### src/rtl/uart_arb_pkg.sv
// uart_arb_pkg
//   Shared constants and types for the packet-level UART TX arbiter.
//   - GRANT_W : width of grant index / round-robin pointer
//   - HDR_TAG : upper nibble of the optional per-packet tag byte
//   - state_e : arbiter FSM states (IDLE, HDR, XFER)
//   - rr_next : pointer advance with wrap at the requester count
package uart_arb_pkg;

  localparam int GRANT_W = 3;

  localparam logic [3:0] HDR_TAG = 4'hA;

  localparam logic [1:0] ST_IDLE = 2'd0;
  localparam logic [1:0] ST_HDR  = 2'd1;
  localparam logic [1:0] ST_XFER = 2'd2;

  typedef enum logic [1:0] {
    IDLE = ST_IDLE,
    HDR  = ST_HDR,
    XFER = ST_XFER
  } state_e;

  // (id + 1) mod n, where n is the requester count and id < n.
  function automatic logic [GRANT_W-1:0] rr_next(input logic [GRANT_W-1:0] id,
                                                 input logic [GRANT_W:0]   n);
    logic [GRANT_W:0] inc;
    inc = {1'b0, id} + 1'b1;
    return (inc >= n) ? '0 : inc[GRANT_W-1:0];
  endfunction

endpackage

### src/rtl/rr_pick.sv
// rr_pick
//   Combinational rotate-priority encoder: finds the first set request at or
//   after the pointer, wrapping around.
//   Ports:
//     i_req   [N_REQ-1:0]   request vector
//     i_ptr   [GRANT_W-1:0] search start (must be < N_REQ)
//     o_idx   [GRANT_W-1:0] index of the selected request
//     o_found               at least one request is set
module rr_pick
  import uart_arb_pkg::*;
#(
  parameter int N_REQ = 4
) (
  input  logic [N_REQ-1:0]   i_req,
  input  logic [GRANT_W-1:0] i_ptr,
  output logic [GRANT_W-1:0] o_idx,
  output logic               o_found
);

  localparam logic [GRANT_W:0] LP_N = (GRANT_W+1)'(N_REQ);

  logic [2*N_REQ-1:0] w_dbl;
  logic [N_REQ-1:0]   w_rot;
  logic [GRANT_W:0]   w_off;
  logic [GRANT_W:0]   w_sum;

  // Rotating the doubled vector right by the pointer puts the pointer's
  // requester at bit 0, so a plain lowest-set-bit search gives the offset.
  assign w_dbl = {i_req, i_req} >> i_ptr;
  assign w_rot = w_dbl[N_REQ-1:0];

  always_comb begin
    w_off   = '0;
    o_found = 1'b0;
    for (int j = N_REQ - 1; j >= 0; j--) begin
      if (w_rot[j]) begin
        w_off   = (GRANT_W+1)'(j);
        o_found = 1'b1;
      end
    end
  end

  always_comb begin
    w_sum = {1'b0, i_ptr} + w_off;
    if (w_sum >= LP_N) begin
      w_sum = w_sum - LP_N;
    end
  end

  assign o_idx = w_sum[GRANT_W-1:0];

endmodule

### src/rtl/uart_tx_arb.sv
// uart_tx_arb
//   Packet-level round-robin arbiter sharing one UART TX byte stream among
//   N_REQ requesters. A grant is held from a packet's first byte to its tlast
//   byte, so packets never interleave.
//   Build option: define UART_ARB_HDR_EN to prefix each packet with a tag byte
//   {HDR_TAG, 1'b0, grant_id}; undefined, only payload bytes are sent.
//   Ports:
//     clk, rst                  core clock, async active-high reset
//     s_tdata/s_tvalid/s_tlast  requester streams (requester i at [8i+7:8i])
//     s_tready                  per-requester accept
//     m_tdata/m_tvalid/m_tready registered output stream to the UART TX
//     busy                      a grant is held
//     grant_id                  current or most recent grantee
//
//   state | meaning
//   IDLE  | no grant; pick next requester from the round-robin pointer
//   HDR   | load tag byte once the output register is free (tag build only)
//   XFER  | pass grantee bytes until its tlast byte is accepted
module uart_tx_arb
  import uart_arb_pkg::*;
#(
  parameter int N_REQ  = 4,
  parameter int DATA_W = 8
) (
  input  logic                    clk,
  input  logic                    rst,
  input  logic [N_REQ*DATA_W-1:0] s_tdata,
  input  logic [N_REQ-1:0]        s_tvalid,
  input  logic [N_REQ-1:0]        s_tlast,
  output logic [N_REQ-1:0]        s_tready,
  output logic [DATA_W-1:0]       m_tdata,
  output logic                    m_tvalid,
  input  logic                    m_tready,
  output logic                    busy,
  output logic [GRANT_W-1:0]      grant_id
);

  localparam logic [GRANT_W:0] LP_N = (GRANT_W+1)'(N_REQ);

  state_e              r_state;
  logic [GRANT_W-1:0]  r_ptr;
  logic [GRANT_W-1:0]  r_gid;
  logic                r_busy;
  logic [DATA_W-1:0]   r_mdata;
  logic                r_mvalid;

  logic [GRANT_W-1:0]  w_idx;
  logic                w_found;
  logic                w_out_free;
  logic [DATA_W-1:0]   w_sel_data;
  logic                w_sel_valid;
  logic                w_sel_last;
  logic                w_accept;
  logic                w_load;
  logic [DATA_W-1:0]   w_load_data;

  rr_pick #(
    .N_REQ (N_REQ)
  ) u_pick (
    .i_req   (s_tvalid),
    .i_ptr   (r_ptr),
    .o_idx   (w_idx),
    .o_found (w_found)
  );

  // The output register can take a new byte when it is empty or being drained.
  assign w_out_free = !r_mvalid || m_tready;

  always_comb begin
    w_sel_data  = '0;
    w_sel_valid = 1'b0;
    w_sel_last  = 1'b0;
    for (int i = 0; i < N_REQ; i++) begin
      if (r_gid == GRANT_W'(i)) begin
        w_sel_data  = s_tdata[i*DATA_W +: DATA_W];
        w_sel_valid = s_tvalid[i];
        w_sel_last  = s_tlast[i];
      end
    end
  end

  always_comb begin
    s_tready = '0;
    for (int i = 0; i < N_REQ; i++) begin
      s_tready[i] = (r_state == XFER) && (r_gid == GRANT_W'(i)) && w_out_free;
    end
  end

  assign w_accept = (r_state == XFER) && w_sel_valid && w_out_free;

  always_comb begin
    w_load      = 1'b0;
    w_load_data = '0;
    if (w_accept) begin
      w_load      = 1'b1;
      w_load_data = w_sel_data;
    end
`ifdef UART_ARB_HDR_EN
    if ((r_state == HDR) && w_out_free) begin
      w_load      = 1'b1;
      w_load_data = DATA_W'({HDR_TAG, 1'b0, r_gid});
    end
`endif
  end

  always_ff @(posedge clk or posedge rst) begin
    if (rst) begin
      r_state  <= IDLE;
      r_ptr    <= '0;
      r_gid    <= '0;
      r_busy   <= 1'b0;
      r_mdata  <= '0;
      r_mvalid <= 1'b0;
    end else begin
      if (w_load) begin
        r_mdata  <= w_load_data;
        r_mvalid <= 1'b1;
      end else if (m_tready) begin
        r_mvalid <= 1'b0;
      end

      case (r_state)
        IDLE: begin
          if (w_found) begin
            r_gid  <= w_idx;
            r_busy <= 1'b1;
`ifdef UART_ARB_HDR_EN
            r_state <= HDR;
`else
            r_state <= XFER;
`endif
          end
        end
`ifdef UART_ARB_HDR_EN
        HDR: begin
          if (w_out_free) begin
            r_state <= XFER;
          end
        end
`endif
        XFER: begin
          // A stalled grantee keeps the grant; only its own tlast ends it.
          if (w_accept && w_sel_last) begin
            r_ptr   <= rr_next(r_gid, LP_N);
            r_busy  <= 1'b0;
            r_state <= IDLE;
          end
        end
        default: r_state <= IDLE;
      endcase
    end
  end

  assign m_tdata  = r_mdata;
  assign m_tvalid = r_mvalid;
  assign busy     = r_busy;
  assign grant_id = r_gid;

endmodule

### config.mk
export PLATFORM = sky130hd
export DESIGN_NAME = uart_tx_arb
export DESIGN_NICKNAME = d
export VERILOG_FILES = /design/src/rtl/uart_arb_pkg.sv /design/src/rtl/rr_pick.sv /design/src/rtl/uart_tx_arb.sv
export SDC_FILE = /design/constraint.sdc
export NUM_CORES = 1
export LEC_CHECK = 0
export ABC_AREA = 1
export BUFFER_PORTS_ARGS = -buffer_cell sky130_fd_sc_hd__buf_2
export CAP_MARGIN = 20
export CORE_ASPECT_RATIO = 1.75
export CORE_MARGIN = 2
export CORE_UTILIZATION = 45
export CTS_CLUSTER_SIZE = 40
export DETAILED_ROUTE_END_ITERATION = 8
export PLACE_DENSITY = 0.79
export SYNTH_ARGS = -nofsm -noshare
export SYNTH_HDL_FRONTEND = slang
export SYNTH_SLANG_ARGS = --single-unit
### constraint.sdc
create_clock -name clk -period 2.15 [get_ports clk]
set_input_delay 0.1075 -clock clk [delete_from_list [all_inputs] [get_ports clk]]
set_output_delay 0.1075 -clock clk [all_outputs]
set_load 0.02 [all_outputs]
==> run metrics <==
status=finished, final reports clean; sequential cell area=~400 um^2; final net count=~330; Slew HR=0.571; worst skew pair latency=~250 ps; setup violators final=0; antenna fix cells=0; via count=around 1.6k; arrival time at the worst endpoint=between 2000 and 2500 ps; FF-to-FF path depth=11; post-route ant nets=0; vias in the first global route=1497; CTS root buf=clkbuf_8; P_leak=~0.0011 uW; P per Cell Area=approximately 1500 nW/um^2; Final Skew=around 6.6 ps; maximum vdd drop=around 1.1 mV; number of synthesized flops with an enable pin=0; Distinct cells, synth=29; first-pass GRT wire length=roughly 6.0 mm; cells along the critical path=inv_4, buf_4, nand2_1, nand2_1, nand3_1, a21boi_2, ha_2, inv_1, fa_2, nand3b_1, nand2_1; delay-heaviest family, CP=adder cells; list of most frequent post-synthesis cells=nand2_1 (90), nand3_1 (28), inv_1 (20); hold depth=5; worst r2r dst=grant_id[1]$_DFFE_PP0P_; slowest stage delay, CP=approximately 500 ps; Crit Path Max Fanout=7; met3 WL=approximately 250 um; Hold Path Sink=m_tdata[7]$_DFFE_PP0P_; worst slew pin tran=642 ps; worst r2r src=r_ptr[1]$_DFFE_PP0P_; Buffers on Ports=between 50 and 60; Setup crit end kind=flop; largest net degree at the start of global routing=20; Layout fillers=307; I/O pin cnt=60; final global-route overflow total=0; Die ar.=between 3000 and 4000 um^2; Detail Placement HPWL=just over 3 mm; sequential fraction of the synthesis area=0.288; Async SR Flop Fraction=1.00; TritonCTS sink count=16; Slowest-stage cell, CP=fa_2; layout cells sized above 1=0.339; final setup TNS=0 ps; Die Span Y=77.6 um; Max Slew Vio Count=0; Hold Path Class=in -> reg; Final Hold Vio Count=0; most common cell in the netlist=nand2_1; Peak Freq=between 0.4 and 0.5 GHz; Max Cap Violations=0; Setup WS pre-CTS=13.4 ps; crit path kind=reg -> reg; vias per cell=roughly 5.2; uppermost layer routed=met4; DR WL met2=~2.2 mm; biggest area consumer among synthesized cells=dfrtp_1; Iter 0 DRT Violations=38; Synth Instances=approximately 220; TritonCTS clock tree=yes; total power draw=between 2000 and 3000 uW; syn_nets=266; H-tree depth=1; area of the multi-input gates=872 um^2; final cell count without fillers=around 310; Residual DRC=0; mean area per synthesized cell=between 6 and 7 um^2; Total GRT Usage=0.227; per-cell routed wire length=roughly 13 um; initial antenna violation count=0; Synth Cell Area=about 1400 um^2; CP bufs+invs=3; ys flop type=dfrtp_1; clock buffer depth=2; final period utilization=0.978; largest cells by area after synthesis=dfrtp_1 (29%), nand2_1 (24%), nand3_1 (10%), ha_1 (6.3%), inv_1 (5.4%); die width=about 46 um; Met1 Wirelength=roughly 1.4 mm; Syn-to-layout area delta=30.8%; TritonCTS buffer count=3; final WL=about 4 mm; placed cells=approximately 300; Worst Path Required=approximately 2300 ps; reg-to-reg slack, setup=approximately 48 ps; Hold Startpoint=s_tdata[31]; # rows=26; Final GP Congestion=0.889; core area=just under 3000 um^2; Detailed Routing Iterations Pass 1=5; Period minus WS final=between 2000 and 2500 ps; Warnings, synthesis=0; clk slew on worst S/H paths=~70 ps; worst setup slack after layout=approximately 48 ps; Initial Util=0.475; post-synth top area share=0.288; flops & latches, synth=16; startpoint types=flop; Most Frequent Cell on Critical Path=nand2_1
-- report_power, final --
part	switching (uW)	total (uW)	internal [uW]	leakage, uW
Sequential	112	545	433	0.000199
Combinational	1190	1850	659	0.000852
Clock	108	271	163	0.0000288
Total	1410	2670	1250	0.00108
-- per-stage QoR --
stage | area, um^2 | util | hold slack (ps)
finish | 1820 | 0.621 | 150
global route | 1820 | 0.621 | 168
CTS | 1790 | 0.610 | 155
detailed placement | 1720 | 0.587 | 217
global placement | 1720 | 0.587 | 217
floorplan | 1390 | - | 21.2
-- cell type report --
| type | count | area share |
|---|---|---|
| Tap cell | 28 | 0.0193 |
| Clock buffer | 4 | 0.0303 |
| Inverter | 26 | 0.0578 |
| Timing Repair Buffer | 66 | 0.193 |
| Multi-Input combinational cell | 168 | 0.479 |
| Sequential cell | 16 | 0.221 |
-- sequential cells by signal (all words and copies together), names as in the netlist --
register,count
busy,1
grant_id,3
m_tdata,8
m_tvalid,1
r_ptr,3
-- layout by cell type (no fill, tap or decap), drive strengths merged, types with 4 or more instances in the layout --
cell type and n:
inv 26, nand3 30, o211ai 8, nor2 16, clkbuf 4, buf 65
dfrtp 16, nand2 93, ha 7
-- logic make-up after synthesis --
group / count (synthesis) / share of synthesized area
buf+inv: 31 / 0.101
fa+ha+maj: 8 / 0.0773
compound gates: 15 / 0.0809
flops: 16 / 0.288
simple gates: 145 / 0.453
-- worst reg2reg max path, stage by stage (launching register included) --
cell,delay [ps]
dfrtp_1,430
inv_4,110
buf_4,130
nand2_1,60
nand2_1,80
nand3_1,100
a21boi_2,180
ha_2,200
inv_1,50
fa_2,500
nand3b_1,90
nand2_1,60
-- what timing repair did --
action	4_1_cts	5_1_grt
hold endpoints to repair	16	0
hold buffers	1	0
pin swaps	0	3
setup buffers	0	1
setup endpoints to repair	2	2
gates resized for setup	2	12
-- per-layer routing --
metal / up-vias / GRT usage
li1: 812 / -
met1: 725 / 0.213
met2: 67 / 0.435
met3: 8 / 0.0442
met4: 0 / 0.0857
met5: - / 0
-- worst max path at each step --
stage | depth (start not counted) | end | from | slack (ps)
floorplan | 12 | grant_id[2]$_DFFE_PP0P_ | r_ptr[1]$_DFFE_PP0P_ | 200
global placement | 12 | grant_id[2]$_DFFE_PP0P_ | r_ptr[1]$_DFFE_PP0P_ | 110
detailed placement | 12 | grant_id[2]$_DFFE_PP0P_ | r_ptr[1]$_DFFE_PP0P_ | 10
CTS | 13 | grant_id[2]$_DFFE_PP0P_ | r_ptr[0]$_DFFE_PP0P_ | 50
global route | 11 | grant_id[1]$_DFFE_PP0P_ | r_ptr[1]$_DFFE_PP0P_ | -6
finish | 11 | grant_id[1]$_DFFE_PP0P_ | r_ptr[1]$_DFFE_PP0P_ | 50
(Power assumes the default switching activity.)
